## config.mk

```make
export PLATFORM = sky130hd
export DESIGN_NAME = mem_arbiter
export DESIGN_NICKNAME = d
export VERILOG_FILES = /design/src/rtl/mem_arbiter_pkg.sv /design/src/rtl/mem_arb_rr_pick.sv /design/src/rtl/mem_arbiter.sv
export SDC_FILE = /design/constraint.sdc
export NUM_CORES = 1
export LEC_CHECK = 0
export ABC_CLOCK_PERIOD_IN_PS = 3900
export BUFFER_PORTS_ARGS = -buffer_cell sky130_fd_sc_hd__buf_2
export CAP_MARGIN = 40
export CORE_MARGIN = 3
export CORE_UTILIZATION = 50
export DETAILED_ROUTE_END_ITERATION = 6
export GPL_TIMING_DRIVEN = 0
export PLACE_DENSITY_LB_ADDON = 0.12
export RECOVER_POWER = 25
export REMOVE_ABC_BUFFERS = 1
export SLEW_MARGIN = 10
export SYNTH_ARGS = -nofsm -noshare
export SYNTH_HDL_FRONTEND = slang
export SYNTH_SLANG_ARGS = --single-unit
```

## constraint.sdc

```tcl
create_clock -name clk -period 3.9 [get_ports clk]
set_clock_uncertainty 0.05 [all_clocks]
set_input_delay 0.78 -clock clk [delete_from_list [all_inputs] [get_ports clk]]
set_output_delay 0.78 -clock clk [all_outputs]
set_load 0.005 [all_outputs]
```

## src/rtl/mem_arbiter_pkg.sv

```systemverilog
// Shared types and constants for the byte-wide memory bus arbiter.
// Build option: MEM_ARB_LSB_PRIORITY_EN selects fixed LSB priority instead of round-robin.
package mem_arbiter_pkg;

  localparam int unsigned ADDR_W = 32;
  localparam int unsigned DATA_W = 32;
  localparam int unsigned BYTE_W = 8;
  localparam int unsigned CNT_W  = 3;

  typedef enum logic [1:0] {
    ST_IDLE  = 2'd0,
    ST_READ  = 2'd1,
    ST_WRITE = 2'd2
  } state_e;

  localparam logic [1:0] SIZE_B = 2'd0;
  localparam logic [1:0] SIZE_H = 2'd1;
  localparam logic [1:0] SIZE_W = 2'd2;

  // Upper address bits that mark the UART I/O window.
  localparam logic [1:0] IO_ADDR_HI = 2'b11;

  // Latched request being sequenced onto the bus.
  typedef struct packed {
    logic [ADDR_W-1:0] addr;
    logic [DATA_W-1:0] wdata;
    logic [1:0]        size;
    logic              is_lsb;
  } req_t;

  // Byte count for a size code; the illegal code 3 is treated as a word.
  function automatic logic [CNT_W-1:0] size_bytes(input logic [1:0] size);
    case (size)
      SIZE_B:  size_bytes = CNT_W'(1);
      SIZE_H:  size_bytes = CNT_W'(2);
      default: size_bytes = CNT_W'(4);
    endcase
  endfunction

endpackage

```

## src/rtl/mem_arb_rr_pick.sv

```systemverilog
// Two-way requester selector between ICache and LSB.
// Build option: MEM_ARB_LSB_PRIORITY_EN turns it into fixed LSB-first priority.
module mem_arb_rr_pick
  import mem_arbiter_pkg::*;
(
  input  logic ic_req_i,
  input  logic lsb_req_i,
`ifndef MEM_ARB_LSB_PRIORITY_EN
  input  logic last_lsb_i,
`endif
  output logic gnt_ic_o_c,
  output logic gnt_lsb_o_c
);

`ifdef MEM_ARB_LSB_PRIORITY_EN
  // LSB always wins a tie.
  always_comb begin
    gnt_lsb_o_c = lsb_req_i;
    gnt_ic_o_c  = ic_req_i && !lsb_req_i;
  end
`else
  // On a tie the requester not granted last time wins.
  always_comb begin
    gnt_lsb_o_c = lsb_req_i && (!ic_req_i || !last_lsb_i);
    gnt_ic_o_c  = ic_req_i && (!lsb_req_i || last_lsb_i);
  end
`endif

endmodule

```

## src/rtl/mem_arbiter.sv

```systemverilog
// Arbitrates ICache fetches and LSB loads/stores onto the byte-wide memory bus,
// sequencing per-byte cycles and reassembling read data little-endian.
// Build option: MEM_ARB_LSB_PRIORITY_EN gives LSB fixed priority over ICache.
module mem_arbiter
  import mem_arbiter_pkg::*;
(
  input  logic        clk,
  input  logic        rst,
  input  logic        rdy,
  input  logic [7:0]  mem_din,
  output logic [7:0]  mem_dout,
  output logic [31:0] mem_a,
  output logic        mem_wr,
  input  logic        io_buffer_full,
  input  logic        clear,
  input  logic        ic_valid,
  input  logic [31:0] ic_addr,
  output logic        ic_done,
  output logic [31:0] ic_data,
  input  logic        lsb_valid,
  input  logic        lsb_wr,
  input  logic [31:0] lsb_addr,
  input  logic [31:0] lsb_wdata,
  input  logic [1:0]  lsb_size,
  output logic        lsb_done,
  output logic [31:0] lsb_rdata
);

  state_e            state_q, state_d;
  req_t              req_q, req_d;
  logic [CNT_W-1:0]  cap_q, cap_d;
  logic [DATA_W-1:0] data_q, data_d;
  logic              issued_q, issued_d;
  logic              ic_done_q, ic_done_d;
  logic              lsb_done_q, lsb_done_d;
  logic [DATA_W-1:0] ic_data_q, ic_data_d;
  logic [DATA_W-1:0] lsb_rdata_q, lsb_rdata_d;

  logic              gnt_ic, gnt_lsb;
  logic              can_grant;
  logic [CNT_W-1:0]  nbytes;
  logic [CNT_W-1:0]  rd_idx;
  logic              io_stall;

  assign nbytes    = size_bytes(req_q.size);
  // Byte currently addressed: one past the last captured byte while a capture is in flight.
  assign rd_idx    = cap_q + CNT_W'(issued_q);
  assign io_stall  = (req_q.addr[17:16] == IO_ADDR_HI) && io_buffer_full;
  assign can_grant = (state_q == ST_IDLE) && !ic_done_q && !lsb_done_q && !clear;

`ifdef MEM_ARB_LSB_PRIORITY_EN
  mem_arb_rr_pick u_pick (
    .ic_req_i    (ic_valid),
    .lsb_req_i   (lsb_valid),
    .gnt_ic_o_c  (gnt_ic),
    .gnt_lsb_o_c (gnt_lsb)
  );
`else
  logic rr_lsb_q, rr_lsb_d;

  mem_arb_rr_pick u_pick (
    .ic_req_i    (ic_valid),
    .lsb_req_i   (lsb_valid),
    .last_lsb_i  (rr_lsb_q),
    .gnt_ic_o_c  (gnt_ic),
    .gnt_lsb_o_c (gnt_lsb)
  );

  // Remember who was granted last; reset favours LSB on the first tie.
  always_comb begin
    rr_lsb_d = rr_lsb_q;
    if (can_grant && (gnt_ic || gnt_lsb)) rr_lsb_d = gnt_lsb;
  end

  // Round-robin pointer register.
  always_ff @(posedge clk or negedge rst) begin
    if (!rst)     rr_lsb_q <= 1'b0;
    else if (rdy) rr_lsb_q <= rr_lsb_d;
  end
`endif

  // Next-state and completion logic.
  always_comb begin
    state_d     = state_q;
    req_d       = req_q;
    cap_d       = cap_q;
    data_d      = data_q;
    issued_d    = 1'b0;
    ic_done_d   = 1'b0;
    lsb_done_d  = 1'b0;
    ic_data_d   = ic_data_q;
    lsb_rdata_d = lsb_rdata_q;

    case (state_q)
      ST_IDLE: begin
        if (can_grant && (gnt_ic || gnt_lsb)) begin
          req_d.is_lsb = gnt_lsb;
          req_d.addr   = gnt_lsb ? lsb_addr : ic_addr;
          req_d.size   = gnt_lsb ? lsb_size : SIZE_W;
          req_d.wdata  = gnt_lsb ? lsb_wdata : '0;
          cap_d        = '0;
          data_d       = '0;
          state_d      = (gnt_lsb && lsb_wr) ? ST_WRITE : ST_READ;
        end
      end
      ST_READ: begin
        if (clear) begin
          state_d = ST_IDLE;
        end else begin
          if (issued_q) begin
            data_d[{cap_q[1:0], 3'b000} +: BYTE_W] = mem_din;
            cap_d = cap_q + CNT_W'(1);
            if (cap_q == nbytes - CNT_W'(1)) begin
              state_d = ST_IDLE;
              if (req_q.is_lsb) begin
                lsb_done_d  = 1'b1;
                lsb_rdata_d = data_d;
              end else begin
                ic_done_d = 1'b1;
                ic_data_d = data_d;
              end
            end
          end
          issued_d = (rd_idx < nbytes);
        end
      end
      ST_WRITE: begin
        if (!io_stall) begin
          cap_d = cap_q + CNT_W'(1);
          if (cap_q == nbytes - CNT_W'(1)) begin
            state_d    = ST_IDLE;
            lsb_done_d = 1'b1;
          end
        end
      end
      default: state_d = ST_IDLE;
    endcase
  end

  // Main registers; everything freezes while rdy is low.
  always_ff @(posedge clk or negedge rst) begin
    if (!rst) begin
      state_q     <= ST_IDLE;
      req_q       <= '0;
      cap_q       <= '0;
      data_q      <= '0;
      ic_done_q   <= 1'b0;
      lsb_done_q  <= 1'b0;
      ic_data_q   <= '0;
      lsb_rdata_q <= '0;
    end else if (rdy) begin
      state_q     <= state_d;
      req_q       <= req_d;
      cap_q       <= cap_d;
      data_q      <= data_d;
      ic_done_q   <= ic_done_d;
      lsb_done_q  <= lsb_done_d;
      ic_data_q   <= ic_data_d;
      lsb_rdata_q <= lsb_rdata_d;
    end
  end

  // Address issued with rdy high; a rdy-low cycle drops the pending capture so it is re-driven.
  always_ff @(posedge clk or negedge rst) begin
    if (!rst) issued_q <= 1'b0;
    else      issued_q <= rdy && issued_d;
  end

  // Bus pin drive from the current state.
  always_comb begin
    mem_a    = '0;
    mem_wr   = 1'b0;
    mem_dout = '0;
    case (state_q)
      ST_READ: begin
        if (rd_idx < nbytes) mem_a = req_q.addr + ADDR_W'(rd_idx);
      end
      ST_WRITE: begin
        mem_a    = req_q.addr + ADDR_W'(cap_q);
        mem_dout = req_q.wdata[{cap_q[1:0], 3'b000} +: BYTE_W];
        mem_wr   = rdy && !io_stall;
      end
      default: ;
    endcase
  end

  assign ic_done   = ic_done_q;
  assign ic_data   = ic_data_q;
  assign lsb_done  = lsb_done_q;
  assign lsb_rdata = lsb_rdata_q;

endmodule

```

# Yosys cells after proc, flatten, opt, wreduce, memory -nomap -nowiden
# Index checks and enable logic that the tools add are counted.
# op_classes
add_sub_neg	6
n_lt_le_gt_ge	1
eq_ne	10
n_shift	3
n_mux	39
bitwise_logic	2
n_reduce_logical	31
# op_table
op	n
32-bit 2-to-1 mux	6
32-bit case mux with 2 select lines	2
32-bit by 3-bit adder with 32-bit output	2
32-bit bitwise mux	1
8-bit by 7-bit variable shift with 32-bit output, first input constant	1
32-bit by 6-bit variable part select with 8-bit output	1
8-bit by 7-bit variable part select with 32-bit output	1
6-bit AND reduction	3
1-bit 2-to-1 mux	14
2-bit 2-to-1 mux	7
3-bit 2-to-1 mux	4
1-bit logical AND	10
3-bit case mux with 3 select lines	1
8-bit 2-to-1 mux	1
1-bit zero test	7
5-bit negation with 7-bit output	1
2-bit inequality test, second input constant	3
2-bit case mux with 3 select lines	1
3-bit case mux with 2 select lines	1
5-bit AND reduction	1
2-bit by 1-bit equality test with 1-bit output, second input constant	2
2-bit equality test, second input constant	2
2-bit zero test	2
4-bit AND reduction	1
other kinds (14)	17
# totals
ff_bits	172
input_bits	114
output_inout_bits	107
word_cells	105

# Logic depth before layout (Yosys ltp)
# Gate-level depths: netlist of run 1.
# logic_depth
depth_word	8
depth_mapped	11
mapped_depth_nobuf	10

# Cells and area by module
# From an unflattened synthesis of run 1, not the netlist that was laid out.
# unflattened
cells_unflattened	1030
hier_area_um2	9399.0
# modules_own_cells
mod	instances	cells_per_inst	area_per_inst_um2	seq_area_each_um2
mem_arbiter	1	1027	9380.2	4304.1
mem_arb_rr_pick	1	3	18.8	0.0

# Worst setup path after synthesis of run 1
# OpenSTA, ideal clock, no wires.
# synth_timing
path_kind	register to output
from	register cap_q[0]
to	output mem_a[22]
arrival_ns	2.495
required_time_ns	3.070
path_slack_ns	0.575
path_stages_with_launch	11
n_path_buf	0
cell_sequence	dfrtp_1 -> ha_1 -> ha_1 -> inv_1 -> fa_1 -> nor2b_1 -> o2111ai_1 -> o22a_1 -> nor2_1 -> nor2_1 -> a311oi_1
# synth_between
elab_chain_len	4
word_cells_on_any_way	6
cone_classes	3 x add/sub; 1 x order compare; 2 x mux
# synth_rtl
element	line_no	rtl
from (decl)	mem_arbiter.sv:31	logic [CNT_W-1:0] cap_q, cap_d;
from (signal assigned)	mem_arbiter.sv:154	cap_q <= cap_d;
3-bit by 1-bit adder with 3-bit output	mem_arbiter.sv:47	assign rd_idx = cap_q + CNT_W'(issued_q);
32-bit by 3-bit adder with 32-bit output / 3-bit < comparator (equally long branches)	mem_arbiter.sv:176	if (rd_idx < nbytes) mem_a = req_q.addr + ADDR_W'(rd_idx);
32-bit 2-to-1 mux	mem_arbiter.sv:176	
32-bit case mux with 2 select lines *	mem_arbiter.sv:174	case (state_q)
to (decl)	mem_arbiter.sv:12	output logic [31:0] mem_a,
# Every way passes the cells marked *; elsewhere a longest branch is shown, timed or not.

# Final worst setup path of run 1
# layout_timing
from	register issued_q
to	output mem_a[30]
# layout_between
elab_chain_len	4
word_cells_on_any_way	5
cone_classes	2 x add/sub; 1 x order compare; 2 x mux
# layout_rtl
element	line_no	rtl
from (decl)	mem_arbiter.sv:33	logic issued_q, issued_d;
from (signal assigned)	mem_arbiter.sv:166	else issued_q <= rdy && issued_d;
3-bit by 1-bit adder with 3-bit output *	mem_arbiter.sv:47	
32-bit by 3-bit adder with 32-bit output / 3-bit < comparator (equally long branches)	mem_arbiter.sv:176	
32-bit 2-to-1 mux *	mem_arbiter.sv:176	
32-bit case mux with 2 select lines *	mem_arbiter.sv:174	
# Marked as above.

==> out/summary.txt, run 1 <==
outcome - complete, but fails checks
failing checks - max-capacitance violations, max-slew violations, negative setup slack
total chip power - 7.79 mW
Die X - 142 um
antenna fix cells - 0
Clock Latency Late Sink - 430 ps
CTS tree - done
grt ovf - 0
most used cell, CP - ha_4
Ys Warns - 0
Final Setup Violations - 1
met3 wire len - 1570 um
die height - 142 um
number of synthesized flops with an enable pin - 0
Area Overhead vs Synth - 25.5%
Final nets - 1386
Arr. time, crit path - 3090 ps
Slowest cell on crit path - dfrtp_2
Clock Tree Root - clkbuf_16
Rel. slew slack - -0.904
Fmax achieved - 255 MHz
Total Wirelength - 26000 um
Yosys cell types - 72
routed vias/inst - 5.68
wire length on met2 - 12800 um
DP Worst Slack - -575 ps
PortBufs - 220
clk slew on worst S/H paths - 70 ps
initial antenna violation count - 1
GRT Total Usage - 0.257
share of cells above drive strength 1 - 0.284
CP Class - reg -> out
GPL Wtd Cong - 0.876
first-pass GRT wire length - 41900 um
met1 WL - 11200 um
multiplexer share of the synthesized area - 0.0195
drt first pass iters - 5
Worst VDD drop - 0.363 mV
sequential-to-total area share from yosys stat - 0.466
worst slew pin tran - 2860 ps
setup slack after layout - -20.0 ps
Synth Flop Type - dfrtp_1
Final Hold Fails - 0
Core ar. - 18100 um^2
Synth Area in Simple Gates - 0.234
Post-Synthesis Cells - 1042
DR top layer - met5
worst path cell trace - ha_4 > ha_4 > inv_2 > fa_2 > nor2b_4 > buf_12 > o2111ai_4 > o22a_1 > nor2_1 > o21ai_1 > a31oi_1 > buf_2
fin crit period - 3920 ps
initial DRC count - 702
Placed Area - 10500 um^2
setup total negative slack - -20.0 ps
WL/cell - 17.5 um
Worst Path Required - 3070 ps
ANT nets after route - 0
Critical Path Sink Type - primary output
#FFs+latches synth - 172
I/O pin total - 221
post-synthesis async set-or-reset flop share - 1.00
Worst setup SP type - flip-flop
DP HPWL - 17500 um
leakage - 5.61 nW
compound-gate portion of the synthesized area - 0.201
Hold Path Class - reg -> reg
commonest cells after routing, fill and taps aside - 220 x buf_2, 174 x nand2_1, 169 x dfrtp_1
RSZ-0062 raised after global routing - true
vias - 8472
main combinational cell family by area after synthesis - simple AND/OR/NAND/NOR gates
Syn Area/Cell - 8.87 um^2
H-Tree Depth - 4
Post-Syn Area - 9240 um^2
Num CTS Buffers - 17
num rows - 49
max incr delay on CP - 440 ps
commonest non-fill, non-tap cell in the layout - buf_2
DRC errors left - 0
fin util - 0.641
Final Instance Area - 11600 um^2
final period utilization - 1.01
Synth Area in XOR/XNOR - 0.00379
Starting Density - 0.511
Clock Tree Buf Depth - 2
CP Max Fanout - 4
TritonCTS Sinks - 172
die area - 20100 um^2
pin count of the biggest net entering global routing - 112
number of max-cap violations - 1
adder-cell share of the synthesized area - 0.0328
Pins Over Slew Limit - 62
Power per Cell Area - 671 nW/um^2
vias in the first global route - 8218
per-stage QoR:
stage	instances	hold WS, ps
after CTS	1489	230
after floorplan	975	383
after global placement	1424	395
after detailed placement	1433	402
after global routing	1491	447
final	1491	414
layer usage:
metal	track usage	up-vias
li1	-	4097
met1	0.345	4005
met2	0.429	324
met3	0.0548	44
met4	0.0672	2
met5	0	-
cells in the mapped netlist, types with 2 or more instances:
library cell | number | area (um^2)
a221oi_1 | 2 | 17.5
nand3_1 | 48 | 240
nand2_1 | 175 | 657
o211ai_1 | 3 | 22.5
a21oi_1 | 119 | 596
or3_1 | 3 | 18.8
nor2_1 | 119 | 447
o221ai_1 | 2 | 17.5
mux4_2 | 8 | 180
nor4_4 | 2 | 42.5
o21ai_0 | 41 | 205
and4_1 | 6 | 52.6
and3_1 | 8 | 50.1
nand4_1 | 6 | 37.5
buf_1 | 8 | 30.0
ha_1 | 21 | 263
buf_6 | 2 | 22.5
o21a_1 | 4 | 30.0
and2_1 | 13 | 81.3
nor2b_1 | 38 | 238
buf_2 | 22 | 110
dfrtp_1 | 172 | 4300
a22o_1 | 34 | 298
a311oi_1 | 2 | 17.5
xnor2_1 | 3 | 26.3
buf_4 | 7 | 52.6
a22oi_1 | 7 | 52.6
fa_1 | 2 | 40.0
a31oi_1 | 36 | 225
o31ai_1 | 3 | 22.5
o2111ai_1 | 4 | 35.0
nand2b_1 | 5 | 31.3
a21o_1 | 7 | 52.6
nor3_1 | 10 | 50.1
nor2_2 | 3 | 18.8
a211oi_1 | 8 | 60.1
o21ai_1 | 2 | 10.0
clkbuf_1 | 27 | 101
nand3_2 | 2 | 20.0
o211a_1 | 2 | 20.0
a41oi_1 | 2 | 17.5
inv_1 | 18 | 67.6
nand4b_1 | 2 | 17.5
o22a_1 | 3 | 26.3
o22ai_1 | 4 | 25.0
power by group:
part	leakage, nW	total [mW]	internal (mW)	switching (mW)
logic	3.06	3.26	1.39	1.87
registers	2.27	2.83	2.30	0.525
clock network	0.286	1.70	0.923	0.776
total	5.61	7.79	4.62	3.17
state kept, by name (all words and copies together), names as in the netlist, 2 cells and up:
| signal | cells |
|---|---|
| req_q | 67 |
| data_q | 32 |
| ic_data | 32 |
| lsb_rdata | 32 |
| cap_q | 3 |
| state_q | 2 |
area by class of cell:
cell class	count	area (um^2)
multi-input combinational	785	4870
tap	229	287
timing repair inverter	1	7.51
clock inverter	14	155
sequential	172	4310
inverter	19	75.1
fill	1567	6490
timing repair buffer	253	1450
clock buffer	18	439
kinds of logic (layout without fill, tap and decap cells):
kind of cell / after synthesis / after routing
buffers and inverters: 86 / 305
adders and majority gates: 23 / 23
xor gates and xnor gates: 4 / 4
and+or+nand+nor: 455 / 455
DFF: 172 / 172
muxes: 8 / 8
AOI/OAI and AO/OA: 294 / 295
worst paths after layout:
path                            startpoint             to  slack (ps)  cells after the start
worst max register to register    cap_q[0]     data_q[21]        1160                      7
worst min register to register   req_q[22]      req_q[22]         410                      2
worst min-delay path             req_q[22]      req_q[22]         410                      2
max in group asynchronous              rst    ic_data[21]         750                      1
worst max-delay path              issued_q      mem_a[30]         -20                     12
min in group asynchronous              rst  lsb_rdata[13]        1400                      1
critical path, delay by kind of cell (launching register included):
kind	cells	cell delay [ps]
AO/OA/AOI/OAI	4	710
AND/OR/NAND/NOR	2	330
buffers and inverters	3	330
adder cells (fa/ha/maj)	3	860
flip-flops	1	440
repair_timing:
action | in CTS | in global routing
hold buffers | 0 | 0
gates cloned | 1 | 1
gates resized for setup | 45 | 15
endpoints found under the setup margin | 32 | 28
hold endpoints to repair | 0 | 0
buffers inserted | 23 | 2
pin swaps | 22 | 23
No activity file was read; power rests on OpenSTA's default activity.
==> run 2: changes to the inputs <==
Settings changed: CORE_MARGIN 3 to 8.
==> run 2 against run 1 <==
  * The run still ends with max-capacitance violations, max-slew violations, negative setup slack left
  * Clock power about the same
  * Sequential cell count did not move
  * First-iteration DRC count is 11% lower
  * Die area grew 15%
  * Critical path depth shrank 1
  * Cell area about the same
  * Count of clock-buffer cells in the layout shrank 1
  * Register-to-register slack worse by 250 ps
  * Sequential power about the same
  * Largest cell class unchanged
==> out/summary.txt, run 2 (same netlist as run 1, synthesis figures left out) <==
Largest register FFs - 67 (unchanged)
RSZ-0062 raised after global routing - true
Total Wirelength - 26800 um (+2.8%)
routed vias/inst - 5.71 (+0.42%)
Power per Cell Area - 672 nW/um^2 (+0.11%)
Area Overhead vs Synth - 25.6% (about the same)
share of total power in combinational logic - 0.417 (-0.002)
DRC errors left - 0 (unchanged)
drt first pass iters - 5 (unchanged)
Die X - 152 um (+7.0%)
commonest non-fill, non-tap cell in the layout - buf_2
H-Tree Depth - 4 (unchanged)
Clock Tree Buf Depth - 2 (unchanged)
DP Worst Slack - -661 ps (-86.3 ps)
Final Setup Violations - 6 (+5)
CP Max Fanout - 5 (+1)
Clock Latency Late Sink - 440 ps (about the same)
pin count of the biggest net entering global routing - 92 (-18%)
Core ar. - 18000 um^2 (-0.34%)
CTS tree - done
clock power share - 0.221 (+0.003)
Arr. time, crit path - 3110 ps (+20 ps)
Power Internal - 4.60 mW (-0.50%)
GPL Wtd Cong - 0.871 (-0.63%)
setup slack after layout - -42.1 ps (-22.1 ps)
final period utilization - 1.01 (+0.00567)
die area - 23100 um^2 (+15%)
initial antenna violation count - 2 (+1)
DP HPWL - 18400 um (+5.1%)
cts hold-fix bufs - 0 (unchanged)
initial DRC count - 626 (-11%)
number of max-cap violations - 1 (unchanged)
commonest cells after routing, fill and taps aside - 220 x buf_2, 174 x nand2_1, 170 x dfrtp_1
fin cells - 1492 (+0.067%)
Pins Over Slew Limit - 82 (+32%)
Final nets - 1386 (unchanged)
first-pass GRT wire length - 43000 um (+2.7%)
vias - 8513 (+0.48%)
switching power total - 3.20 mW (+1.1%)
Top reg by flops - req_q
Seq pwr share - 0.362 (about the same)
GRT Total Usage - 0.226 (-0.0307)
I/O pin total - 221 (unchanged)
setup total negative slack - -147 ps (-127 ps)
Critical Path Sink Type - primary output
Hold Path Class - reg -> reg
num rows - 49 (unchanged)
clk slew on worst S/H paths - 70 ps (about the same)
share of cells above drive strength 1 - 0.288 (+0.00396)
switch share - 0.411 (+0.00386)
ANT nets after route - 0 (unchanged)
Worst Path Required - 3070 ps (about the same)
Final Hold Fails - 0 (unchanged)
fin crit period - 3940 ps (+22.1 ps)
Rel. slew slack - -0.366 (+0.538)
Worst VDD drop - 0.388 mV (+6.7%)
TritonCTS Sinks - 172 (unchanged)
grt ovf - 0 (unchanged)
Fmax achieved - 254 MHz (-0.56%)
failing checks - max-capacitance violations, max-slew violations, negative setup slack
Num CTS Buffers - 17 (unchanged)
die height - 152 um (+7.0%)
Worst setup SP type - flip-flop
PortBufs - 220 (unchanged)
placed instance count - 1433 (unchanged)
leakage - 5.63 nW (+0.40%)
CP Class - reg -> out
outcome - complete, but fails checks
Starting Density - 0.513 (+0.00174)
worst slew pin tran - 2050 ps (-807 ps)
WL/cell - 17.9 um (+2.7%)
Clock Tree Root - clkbuf_16
vias in the first global route - 8423 (+2.5%)
-- run 2: worst max-delay path: stages, from the launching register on --
cell and delay (ps):
dfrtp_4 500, ha_4 290, ha_4 140, inv_2 40, fa_2 380, nor2b_4 240
o2111ai_4 170, o22a_1 300, nor2_1 100, nor2_1 50, a311oi_1 280, buf_2 180
-- run 2: area by class of cell --
| type | instances | area (um^2) |
|---|---|---|
| Sequential cell | 172 | 4310 |
| Timing Repair inverter | 1 | 7.51 |
| Fill cell | 1582 | 6420 |
| Inverter | 19 | 75.1 |
| Multi-Input combinational cell | 785 | 4870 |
| Tap cell | 229 | 287 |
| Clock inverter | 15 | 179 |
| Antenna cell | 1 | 2.50 |
| Clock buffer | 17 | 425 |
| Timing Repair Buffer | 253 | 1450 |
-- run 2: per-stage QoR --
stage	hold WS, ps	power (mW)	cell area, um^2	util
6_report	413	7.80	11600	0.644
5_1_grt	436	8.31	11600	0.644
4_1_cts	303	7.64	11400	0.633
3_3_place_gp	396	5.50	10300	0.572
2_1_floorplan	383	4.49	8920	-
3_5_place_dp	402	5.60	10500	0.582
-- run 2: repair_timing --
item,CTS,global route
pin swaps,16,12
cloned,1,1
resized for setup,41,23
endpoints found under the setup margin,31,23
buffers inserted,13,11
-- run 2: routing by layer --
| layer | up-vias | share of wire | GRT usage |
|---|---|---|---|
| li1 | 4093 | - | - |
| met1 | 4044 | 0.44 | 0.283 |
| met2 | 323 | 0.47 | 0.365 |
| met3 | 51 | 0.067 | 0.0655 |
| met4 | 2 | 0.028 | 0.0872 |
| met5 | - | 0.00037 | 0 |
-- run 2: path summary, 6_finish.rpt --
check | start | to | slack [ps] | depth (start not counted)
min reg2reg | req_q[25] | req_q[25] | 410 | 2
max | cap_q[0] | mem_a[22] | -40 | 11
max reg2reg | cap_q[0] | data_q[21] | 910 | 9
max in group asynchronous | rst | cap_q[1] | 1650 | 2
min in group asynchronous | rst | lsb_rdata[12] | 880 | 1
min | req_q[25] | req_q[25] | 410 | 2
-- run 2: power by group through the flow --
stage | logic [mW] | registers, mW | clock network, mW
6_report | 3.25 | 2.82 | 1.73
5_1_grt | 3.58 | 2.89 | 1.83
4_1_cts | 3.09 | 2.80 | 1.75
3_5_place_dp | 2.76 | 2.84 | 0
3_3_place_gp | 2.65 | 2.85 | 0
2_1_floorplan | 1.77 | 2.72 | 0
